[src/rtl/addsub_pipe_pkg.sv]
// Shared constants for the add/subtract pipeline: default sizing,
// op-code values and the saturation limits of the WIDTH+1 result.
package addsub_pipe_pkg;

    localparam int DEFAULT_WIDTH   = 4;
    localparam int DEFAULT_LATENCY = 3;

    localparam logic OP_ADD = 1'b0;
    localparam logic OP_SUB = 1'b1;

    // Largest value a signed (width+1)-bit result can hold: 2^width - 1
    function automatic longint sat_max(input int width);
        sat_max = (longint'(1) << width) - longint'(1);
    endfunction

    // Smallest value a signed (width+1)-bit result can hold: -2^width
    function automatic longint sat_min(input int width);
        sat_min = -(longint'(1) << width);
    endfunction

endpackage

[src/rtl/addsub_if.sv]
// Streaming bus of the add/subtract pipeline: operands and mode in,
// result and overflow out, each side with its own valid/ready pair.
interface addsub_if
    import addsub_pipe_pkg::*;
#(
    parameter int WIDTH = DEFAULT_WIDTH
);

    logic [WIDTH-1:0] aIn;
    logic [WIDTH-1:0] bIn;
    logic             opSub;
    logic             inValid;
    logic             inReady;
    logic             outValid;
    logic             outReady;
    logic [WIDTH:0]   result;
    logic             overflow;

    // Producer/consumer side that feeds samples and takes results
    modport master (
        output aIn, bIn, opSub, inValid, outReady,
        input  inReady, outValid, result, overflow
    );

    // The pipeline itself
    modport slave (
        input  aIn, bIn, opSub, inValid, outReady,
        output inReady, outValid, result, overflow
    );

endinterface

[src/rtl/addsub_pipe_core.sv]
// Combinational arithmetic of the first pipeline stage: operand extension,
// exact add/sub, overflow detection and optional saturation.
module addsub_core
    import addsub_pipe_pkg::*;
#(
    parameter int WIDTH     = DEFAULT_WIDTH,
    parameter int SIGNED_IN = 0,
    parameter int SATURATE  = 0
) (
    input  logic [WIDTH-1:0] a_in,
    input  logic [WIDTH-1:0] b_in,
    input  logic             op_sub,
    output logic [WIDTH:0]   result,
    output logic             overflow
);

    localparam longint         SAT_MAX_L   = sat_max(WIDTH);
    localparam longint         SAT_MIN_L   = sat_min(WIDTH);
    localparam logic [WIDTH:0] SAT_MAX_RES = SAT_MAX_L[WIDTH:0];
    localparam logic [WIDTH:0] SAT_MIN_RES = SAT_MIN_L[WIDTH:0];

    logic signed [WIDTH+1:0] a_ext;
    logic signed [WIDTH+1:0] b_ext;
    logic signed [WIDTH+1:0] exact;
    logic                    pos_ovf;
    logic                    neg_ovf;

    // Two guard bits make the sum/difference exact; the top two bits then
    // disagree exactly when the value falls outside the WIDTH+1 signed range
    always_comb begin
        if (SIGNED_IN != 0) begin
            a_ext = {{2{a_in[WIDTH-1]}}, a_in};
            b_ext = {{2{b_in[WIDTH-1]}}, b_in};
        end else begin
            a_ext = {2'b00, a_in};
            b_ext = {2'b00, b_in};
        end

        exact    = (op_sub == OP_SUB) ? (a_ext - b_ext) : (a_ext + b_ext);
        pos_ovf  = ~exact[WIDTH+1] &  exact[WIDTH];
        neg_ovf  =  exact[WIDTH+1] & ~exact[WIDTH];
        overflow = pos_ovf | neg_ovf;

        result = exact[WIDTH:0];
        if (SATURATE != 0) begin
            if (pos_ovf) begin
                result = SAT_MAX_RES;
            end else if (neg_ovf) begin
                result = SAT_MIN_RES;
            end
        end
    end

endmodule

[src/rtl/addsub_pipe.sv]
// Add/subtract pipeline with valid/ready flow control. Stage 1 does the
// arithmetic; the remaining LATENCY-1 stages are pure delay. The whole
// pipe stalls together whenever the output holds a result nobody takes.
module addsub_pipe
    import addsub_pipe_pkg::*;
#(
    parameter int WIDTH     = DEFAULT_WIDTH,
    parameter int LATENCY   = DEFAULT_LATENCY,
    parameter int SIGNED_IN = 0,
    parameter int SATURATE  = 0
) (
    input  logic     clk,
    input  logic     rst_n,
    addsub_if.slave  bus
);

    logic           advance;
    logic [WIDTH:0] core_result;
    logic           core_overflow;

    logic           valid1_d, valid1_q;
    logic [WIDTH:0] res1_d,   res1_q;
    logic           ovf1_d,   ovf1_q;

    logic           stage_valid [LATENCY];
    logic [WIDTH:0] stage_res   [LATENCY];
    logic           stage_ovf   [LATENCY];

    addsub_core #(
        .WIDTH     (WIDTH),
        .SIGNED_IN (SIGNED_IN),
        .SATURATE  (SATURATE)
    ) u_core (
        .a_in     (bus.aIn),
        .b_in     (bus.bIn),
        .op_sub   (bus.opSub),
        .result   (core_result),
        .overflow (core_overflow)
    );

    assign advance     = bus.outReady | ~stage_valid[LATENCY-1];
    assign bus.inReady = advance;

    // Stage 1 takes a new sample, or a bubble when nothing is offered
    always_comb begin
        valid1_d = valid1_q;
        res1_d   = res1_q;
        ovf1_d   = ovf1_q;
        if (advance) begin
            valid1_d = bus.inValid;
            if (bus.inValid) begin
                res1_d = core_result;
                ovf1_d = core_overflow;
            end
        end
    end

    // Stage 1 registers, cleared asynchronously so in-flight samples vanish
    always_ff @(posedge clk or negedge rst_n) begin
        if (!rst_n) begin
            valid1_q <= 1'b0;
            res1_q   <= '0;
            ovf1_q   <= 1'b0;
        end else begin
            valid1_q <= valid1_d;
            res1_q   <= res1_d;
            ovf1_q   <= ovf1_d;
        end
    end

    assign stage_valid[0] = valid1_q;
    assign stage_res[0]   = res1_q;
    assign stage_ovf[0]   = ovf1_q;

    for (genvar s = 1; s < LATENCY; s++) begin : g_delay
        logic           valid_d, valid_q;
        logic [WIDTH:0] res_d,   res_q;
        logic           ovf_d,   ovf_q;

        // Shift the previous stage forward on advance, otherwise hold
        always_comb begin
            valid_d = valid_q;
            res_d   = res_q;
            ovf_d   = ovf_q;
            if (advance) begin
                valid_d = stage_valid[s-1];
                res_d   = stage_res[s-1];
                ovf_d   = stage_ovf[s-1];
            end
        end

        // Delay-stage registers with the same asynchronous clear as stage 1
        always_ff @(posedge clk or negedge rst_n) begin
            if (!rst_n) begin
                valid_q <= 1'b0;
                res_q   <= '0;
                ovf_q   <= 1'b0;
            end else begin
                valid_q <= valid_d;
                res_q   <= res_d;
                ovf_q   <= ovf_d;
            end
        end

        assign stage_valid[s] = valid_q;
        assign stage_res[s]   = res_q;
        assign stage_ovf[s]   = ovf_q;
    end

    assign bus.outValid = stage_valid[LATENCY-1];
    assign bus.result   = stage_res[LATENCY-1];
    assign bus.overflow = stage_ovf[LATENCY-1];

endmodule

[src/flat_wrapper.sv]
// flat-port wrapper written by rule: the top's interface ports become plain ports
module addsub_pipe_flat import addsub_pipe_pkg::*;
#(
    parameter int WIDTH     = DEFAULT_WIDTH,
    parameter int LATENCY   = DEFAULT_LATENCY,
    parameter int SIGNED_IN = 0,
    parameter int SATURATE  = 0
)
  (clk, rst_n, bus_aIn, bus_bIn, bus_opSub, bus_inValid, bus_outReady, bus_inReady, bus_outValid, bus_result, bus_overflow);
  addsub_if #(.WIDTH(WIDTH)) bus_i ();
  input  logic clk;
  input  logic rst_n;
  input wire logic [$bits(bus_i.aIn)-1:0] bus_aIn;
  input wire logic [$bits(bus_i.bIn)-1:0] bus_bIn;
  input wire logic [$bits(bus_i.opSub)-1:0] bus_opSub;
  input wire logic [$bits(bus_i.inValid)-1:0] bus_inValid;
  input wire logic [$bits(bus_i.outReady)-1:0] bus_outReady;
  output wire logic [$bits(bus_i.inReady)-1:0] bus_inReady;
  output wire logic [$bits(bus_i.outValid)-1:0] bus_outValid;
  output wire logic [$bits(bus_i.result)-1:0] bus_result;
  output wire logic [$bits(bus_i.overflow)-1:0] bus_overflow;
  assign bus_i.aIn = bus_aIn;
  assign bus_i.bIn = bus_bIn;
  assign bus_i.opSub = bus_opSub;
  assign bus_i.inValid = bus_inValid;
  assign bus_i.outReady = bus_outReady;
  assign bus_inReady = bus_i.inReady;
  assign bus_outValid = bus_i.outValid;
  assign bus_result = bus_i.result;
  assign bus_overflow = bus_i.overflow;
  addsub_pipe #(.WIDTH(WIDTH), .LATENCY(LATENCY), .SIGNED_IN(SIGNED_IN), .SATURATE(SATURATE)) u_core (.clk(clk), .rst_n(rst_n), .bus(bus_i));
endmodule
[config.mk]
export PLATFORM = sky130hd
export DESIGN_NAME = addsub_pipe_flat
export DESIGN_NICKNAME = d
export VERILOG_FILES = /design/src/rtl/addsub_pipe_pkg.sv /design/src/rtl/addsub_if.sv /design/src/rtl/addsub_pipe_core.sv /design/src/rtl/addsub_pipe.sv /design/src/flat_wrapper.sv
export SDC_FILE = /design/constraint.sdc
export NUM_CORES = 1
export LEC_CHECK = 0
export CAP_MARGIN = 20
export CORE_ASPECT_RATIO = 1.2
export CORE_MARGIN = 2
export CORE_UTILIZATION = 35
export DETAILED_ROUTE_END_ITERATION = 16
export PLACE_DENSITY_LB_ADDON = 0.08
export SYNTH_ARGS = -nofsm -noshare
export SYNTH_HDL_FRONTEND = slang
export SYNTH_SLANG_ARGS = --single-unit
[constraint.sdc]
create_clock -name clk -period 2.7 [get_ports clk]
set_input_delay 0.405 -clock clk [delete_from_list [all_inputs] [get_ports clk]]
set_output_delay 0.405 -clock clk [all_outputs]
set_load 0.05 [all_outputs]
After elaboration in Yosys (flattened, before gate mapping)
Cells that the tools add are included.
Widths: inputs -> output; s select.
Cells by class
  add/subtract/negate cells: 2
  mux-type cells: 1
  bitwise operators: 7
  reduce and logical (&&, ||, !) cells: 1
Operators by type and width (number)
  $mux 6: 1
  $add 4x4->5: 1
  $sub 4x4->5: 1
  $not 1->1: 3
  $and 1x1->1: 2
  $or 1x1->1: 2
  $reduce_and 2->1: 1
Storage, ports and cells
  flip-flop bits (word level): 21
  input bits: 13
  output and inout port bits: 8
  logic and storage cells: 20

Longest topological paths before layout
Gate-level depths: netlist of run 1.
  depth in word-level cells: 5
  mapped depth: 7
  gate-level depth less buffers: 7

By module
From an unflattened synthesis of run 1, not the netlist that was laid out.
Unflattened totals
  cell total of the unflattened synthesis: 111
  area total of the unflattened synthesis: 1136.1 µm²
Modules (own cells, without submodules)
  addsub_pipe: times used 1, cells each 74, area an instance 828.3 µm², sequential area each 525.5 µm²
  addsub_core: times used 1, cells each 37, area an instance 307.8 µm², sequential area each 0.0 µm²

Worst setup path after synthesis of run 1
OpenSTA, ideal clock, no wires.
  path type: register -> register
  from: reg u_core.g_delay[2].valid_q, in the netlist u_core.bus.outValid
  to: reg u_core.g_delay[2].ovf_q, in the netlist u_core.bus.overflow
  setup time: 0.125 ns
  arrival: 1.588 ns
  data required time: 2.575 ns
  path slack: 0.987 ns
  cell stages (with the launch flop): 5
  buffers on the path: 2
  period minus slack after synthesis: 1.713 ns
  path through: dfrtp_1 > nand2b_1 > buf_2 > buf_2 > mux2_2
On the way
  word-level cells in the longest chain between the ends: 2
RTL lines
  from (decl): line addsub_pipe.sv:76  | logic valid_d, valid_q;
  from (signal assigned): line addsub_pipe.sv:99  | valid_q <= valid_d;
  $not 1->1: line addsub_pipe.sv:41  | assign advance = bus.outReady | ~stage_valid[LATENCY-1];
  $or 1x1->1: line addsub_pipe.sv:41
  net bus_inReady: line flat_wrapper.sv:18  | output wire logic [$bits(bus_i.inReady)-1:0] bus_inReady;
  to (signal assigned): line addsub_pipe.sv:101  | ovf_q <= ovf_d;
  to (decl): line addsub_pipe.sv:78  | logic ovf_d, ovf_q;
The timed path passes the listed nets, and every way through them passes these cells.
A chain may end at the register's enable or synchronous reset.

Worst setup path after layout of run 1
  from: in bus_bIn[1]
  to: reg u_core.res1_q[3]
On the way
  word-level cells in the longest chain between the ends: 2
  elaborated cells between the ends (all ways): 3
  classes of those cells: add/sub (2); mux (1)
RTL lines
  from (decl): line flat_wrapper.sv:14  | input wire logic [$bits(bus_i.bIn)-1:0] bus_bIn;
  $add 4x4->5 or $sub 4x4->5 (tied branches): line addsub_pipe_core.sv:39  | exact = (op_sub == OP_SUB) ? (a_ext - b_ext) : (a_ext + b_ext);
  $mux 6 *: line addsub_pipe_core.sv:39
  to (signal assigned): line addsub_pipe.sv:66  | res1_q <= res1_d;
  to (decl): line addsub_pipe.sv:22  | logic [WIDTH:0] res1_d, res1_q;
Mark *: on every way between the ends. The rest lies on a longest branch, timed or not.

==> metrics.txt, run 1 <==
Least-Margin Pin Slew 0.4903 ns; DRT iter0 DRCs 14; HP Class in -> async; RSZ-0062 raised after global routing no; first-pass GRT wire length 3.077 mm; P&R area growth vs syn 25.87%; pin count of the biggest net entering global routing 22; Setup Total Neg Slack 0 ns; layout cells sized above 1 0.1947; post-synth cell types 24; RR Startpoint u_core.bus.outValid; Die Ht 64.67 um; leading area contributor after synthesis dfrtp_1; Critical Path Slowest Stage Cell clkdlybuf4s50_1; Max VDD drop 0.0003694 V; placer congestion estimate 0.6771; Power Density 866.2 nW/um^2; FILL cells 281; drt drc 0; crit path buf inv count 2; total CTS buffers 3; Worst-Skew Late Latency 0.29 ns; total gr overflow 0; nets@finish 137; Tot GR Track Use 0.1150; post-CTS setup buffers 0; CP endpoint kind flop; Net Count, Synth 113; worst slack, placed 0.4760 ns; Critical Path Source bus_bIn[1]; initial antenna violation count 0; critical path arrival 2.11 ns; post-synthesis average cell area 11.93 um^2; Post-DRT Antenna Nets 0; Async S/R FF share, synth 1.000; CTS tree built; routed vias 710; most numerous cell in the Yosys netlist dfrtp_1; Placeable Area 3000 um^2; Seq/Total Area, Yosys 0.4895; initial cell density of the core 0.3578; EDFF count, synth 0; CTS Buffer Depth 2; fin. max-slew vios 0; number of max-cap violations 0; vias per inst 4.765; Max-slew headroom 0.6721; Critical Path Max Stage Delay 0.53 ns; Primary FF master, synth dfrtp_1; synth top area cells dfrtp_1, mux2_2, ha_1, fa_1, o21ai_0; Worst R2R Path Depth 4; post-DP HPWL 1.312 mm; setup ws final 0.7947 ns; r2r setup slk 1.42 ns; WHS 0.4343 ns; Fmax achieved 524.9 MHz; Worst-path clk slew 0.11 ns; die area 3528 um^2; run status finished clean; number of instances in the placed design 145; First-pass DRT Iterations 4; vias in the first global route 702; drt total wl 1.663 mm; Startpoint Class input pin; Final Critical Period 1.905 ns; synth warn 0; htree depth 1; Mapped Cells 90; cell family with most CP delay buffers and inverters; I/O pin count 21; hold_buf cts 0; n_diodes 0; crit path capture u_core.res1_q[3]; Clock Sink Count 21; CTS root buf clkbuf_4; crit path cell chain clkdlybuf4s50_1 > inv_1 > ha_1 > nor2b_1 > o211a_1 > o31a_1 > o31ai_1; Final Hold Fails 0; Port Buf Inserts 20; # setup viols final 0; crit path kind in -> reg; most frequent cells after synthesis dfrtp_1, mux2_2, ha_1, inv_1, nand2_1; Cell Count, Final, Fillers Out 149; Leakage 0.6290 nW; Die Wd 54.56 um; CP required 2.91 ns; critical path peak fanout 3; #FFs+latches synth 21; total power 1.170 mW; row cnt 22; cts repair resizes 0; reg2reg end u_core.bus.overflow; fin crit share 0.7057; WL/cell 11.16 um; CP Depth 7; Netlist Area Pre-Place 1074 um^2; share of the synthesized area in the top cell type 0.4895; skew final 0.004279 ns
## worst min-delay path by stage
stage	start	endpoint	slack, ns
after floorplan	rst_n	u_core.bus.outValid	0.11
after global placement	u_core.g_delay[1].valid_q	u_core.bus.outValid	0.44
after detailed placement	u_core.g_delay[1].valid_q	u_core.bus.outValid	0.46
after CTS	rst_n	u_core.bus.result[4]	0.44
after global routing	rst_n	u_core.g_delay[1].res_q[4]	0.46
final	rst_n	u_core.g_delay[1].res_q[4]	0.43
## where the power goes
group	total (mW)	internal [mW]	switching [mW]
combinational	0.537	0.236	0.301
clock	0.143	0.0574	0.0851
sequential	0.491	0.435	0.0560
total	1.17	0.729	0.442
## metal layers
metal,track usage,routed length [um],part of all wire,vias to the layer above
met2,0.1867,839,0.50,17
met1,0.1511,743,0.45,339
met5,0,0,0,-
met4,0.04688,16,0.0096,0
met3,0.01382,64,0.038,2
li1,-,-,-,352
## cell usage in the layout (no fill, tap or decap), drive strengths merged, types with 3 or more instances in the layout
cell	instances
dfrtp	21
clkdlybuf4s50	19
mux2	14
inv	8
ha	8
nand2	7
o21ai	6
clkbuf	4
buf	4
nor2b	3
## cells by family (layout without fill, tap and decap cells)
family,after synthesis,after routing,share of synthesized area
and+or+nand+nor,16,16,0.07343
DFF,21,21,0.4895
muxes,14,14,0.1469
AOI/OAI and AO/OA,16,16,0.09908
buffers and inverters,12,35,0.05244
xor gates and xnor gates,1,1,0.008160
adders and majority gates,10,10,0.1305
## area by class of cell
type,instances,area (um^2),area share
clock buffers,4,26.28,0.01944
multi-input cells,57,491.7,0.3639
flip-flops and latches,21,525.5,0.3889
inverters,8,30.03,0.02222
well taps,36,45.04,0.03333
repair buffers,23,232.7,0.1722
## registers in the layout, summed over array words and instances, names as in the netlist
register	flops
u_core.ovf1_q	1
u_core.bus.result	5
u_core.valid1_q	1
u_core.g_delay.valid_q	1
u_core.g_delay.ovf_q	1
u_core.g_delay.res_q	5
u_core.bus.outValid	1
u_core.res1_q	5
u_core.bus.overflow	1
## metrics by stage
step / util / instance area, um^2
4_1_cts: 0.4504 / 1351
3_3_place_gp: 0.4416 / 1325
2_1_floorplan: - / 1074
6_report: 0.4504 / 1351
5_1_grt: 0.4504 / 1351
3_5_place_dp: 0.4416 / 1325
Note: power is estimated with default switching activity, not from simulation.
==> inputs of run 2 (changes only) <==
==> constraint.sdc (replaced) <==
create_clock -name clk -period 1.87 [get_ports clk]
set_input_delay 0.2805 -clock clk [delete_from_list [all_inputs] [get_ports clk]]
set_output_delay 0.2805 -clock clk [all_outputs]
set_load 0.05 [all_outputs]
==> run 2 against run 1 <==
Against the previous run:
- global-route usage increased by 0.81 points
- sequential cell count did not move
- setup slack worse by 0.67 ns
- sequential power rose by 45%
- cell area up 3.9%
- sequential share of layout area fell by 1.5 points
- first-iteration DRC count down 29%
- highest routed layer unchanged
==> metrics.txt, run 2 (synthesized netlist as in run 1, its figures left out) <==
post-DP HPWL 1.451 mm; Fmax achieved 573.3 MHz; design area 1404 um^2; vias per inst 4.692; pin count of the biggest net entering global routing 22; CTS root buf clkbuf_4; post-CTS setup buffers 0; Final Critical Period 1.744 ns; Startpoint Class input pin; Cell Count, Final, Fillers Out 156; initial antenna violation count 0; Power Density 1225 nW/um^2; critical path peak fanout 2; crit path cell chain clkdlybuf4s50_1 > inv_1 > ha_1 > nor2b_1 > o211a_1 > o31a_1 > o31ai_1; WL/cell 11.46 um; drt total wl 1.787 mm; total CTS buffers 3; n_diodes 0; row cnt 22; I/O pin count 21; fin crit share 0.9328; placed inst area 1378 um^2; CTS Buffer Depth 2; Worst-path clk slew 0.11 ns; Tot GR Track Use 0.1231; CP endpoint kind flop; most frequent cells in the layout dfrtp_1, clkdlybuf4s50_1, mux2_2, buf_4; DRT iter0 DRCs 10; First-pass DRT Iterations 3; first-pass GRT wire length 3.201 mm; Die Wd 54.56 um; htree depth 1; Leakage 0.6624 nW; Worst-Skew Late Latency 0.30 ns; FILL cells 296; critical path arrival 1.95 ns; Post-DRT Antenna Nets 0; Max-slew headroom 0.6718; Final Hold Fails 0; vias in the first global route 733; HP Class in -> async; # setup viols final 0; fin. max-slew vios 0; die area 3528 um^2; Max VDD drop 0.0005885 V; Critical Path Slowest Stage Cell clkdlybuf4s50_1; Critical Path Max Stage Delay 0.49 ns; CP required 2.08 ns; layout cells sized above 1 0.2417; routed vias 732; initial cell density of the core 0.3578; total gr overflow 0; drt drc 0; commonest non-fill, non-tap cell in the layout dfrtp_1; RSZ-0062 raised after global routing no; nets@finish 144; number of instances in the placed design 152; P&R area growth vs syn 30.77%; run status finished clean; Port Buf Inserts 20; Die Ht 64.67 um; Clock Sink Count 21; hold_buf cts 0; crit path kind in -> reg; skew final 0.002051 ns; number of max-cap violations 0; Least-Margin Pin Slew 0.4907 ns; cts repair resizes 0; Placeable Area 3000 um^2; CTS tree built; placer congestion estimate 0.7030
==> run 2: critical path: cells and delay by family <==
| family | cells | cell delay, ns |
|---|---|---|
| buffers and inverters | 2 | 0.57 |
| adder cells (fa/ha/maj) | 1 | 0.30 |
| AND/OR/NAND/NOR | 1 | 0.14 |
| AO/OA/AOI/OAI | 3 | 0.66 |
==> run 2: area by class of cell <==
class	count	area, um^2	share of cell area
Clock buffer	4	26.28	0.01872
Inverter	8	30.03	0.02139
Multi-Input combinational cell	57	491.7	0.3503
Sequential cell	21	525.5	0.3743
Tap cell	36	45.04	0.03209
Timing Repair Buffer	30	285.3	0.2032
==> run 2: path summary, 6_finish.rpt <==
path / from / slack, ns / depth (start not counted) / end
worst max-delay path: bus_bIn[1] / 0.13 / 7 / u_core.res1_q[3]
max in group asynchronous: rst_n / 1.35 / 2 / u_core.res1_q[0]
worst min-delay path: rst_n / 0.31 / 2 / u_core.g_delay[1].res_q[4]
min in group clk: u_core.g_delay[1].valid_q / 0.48 / 1 / u_core.bus.outValid
worst max register to register: u_core.bus.outValid / 0.63 / 3 / u_core.res1_q[3]
worst min register to register: u_core.g_delay[1].valid_q / 0.48 / 1 / u_core.bus.outValid
==> run 2: routing by layer <==
layer,part of all wire,up-vias,GRT usage
met5,0,-,0
met4,0.029,0,0.07500
met3,0.032,4,0.01382
met2,0.53,16,0.2048
met1,0.41,349,0.1456
li1,-,363,-
==> run 2: per-stage QoR <==
step                total power [mW]  TNS [ns]    util  setup slack (ns)  hold WS, ns
CTS                            1.746         0  0.4679           0.09756       0.3160
floorplan                      1.240         0       -            0.1570     -0.01509
finish                         1.720         0  0.4679            0.1256       0.3083
detailed placement             1.534   -0.5614  0.4591           -0.2050       0.4591
global placement               1.511   -0.3483  0.4591           -0.1280       0.4572
global route                   1.840         0  0.4679           0.05036       0.3343
==> run 2: report_power, final <==
group | switching (mW) | internal, mW
Combinational | 0.441 | 0.356
Sequential | 0.0842 | 0.628
Clock | 0.128 | 0.0831
Total | 0.653 | 1.07
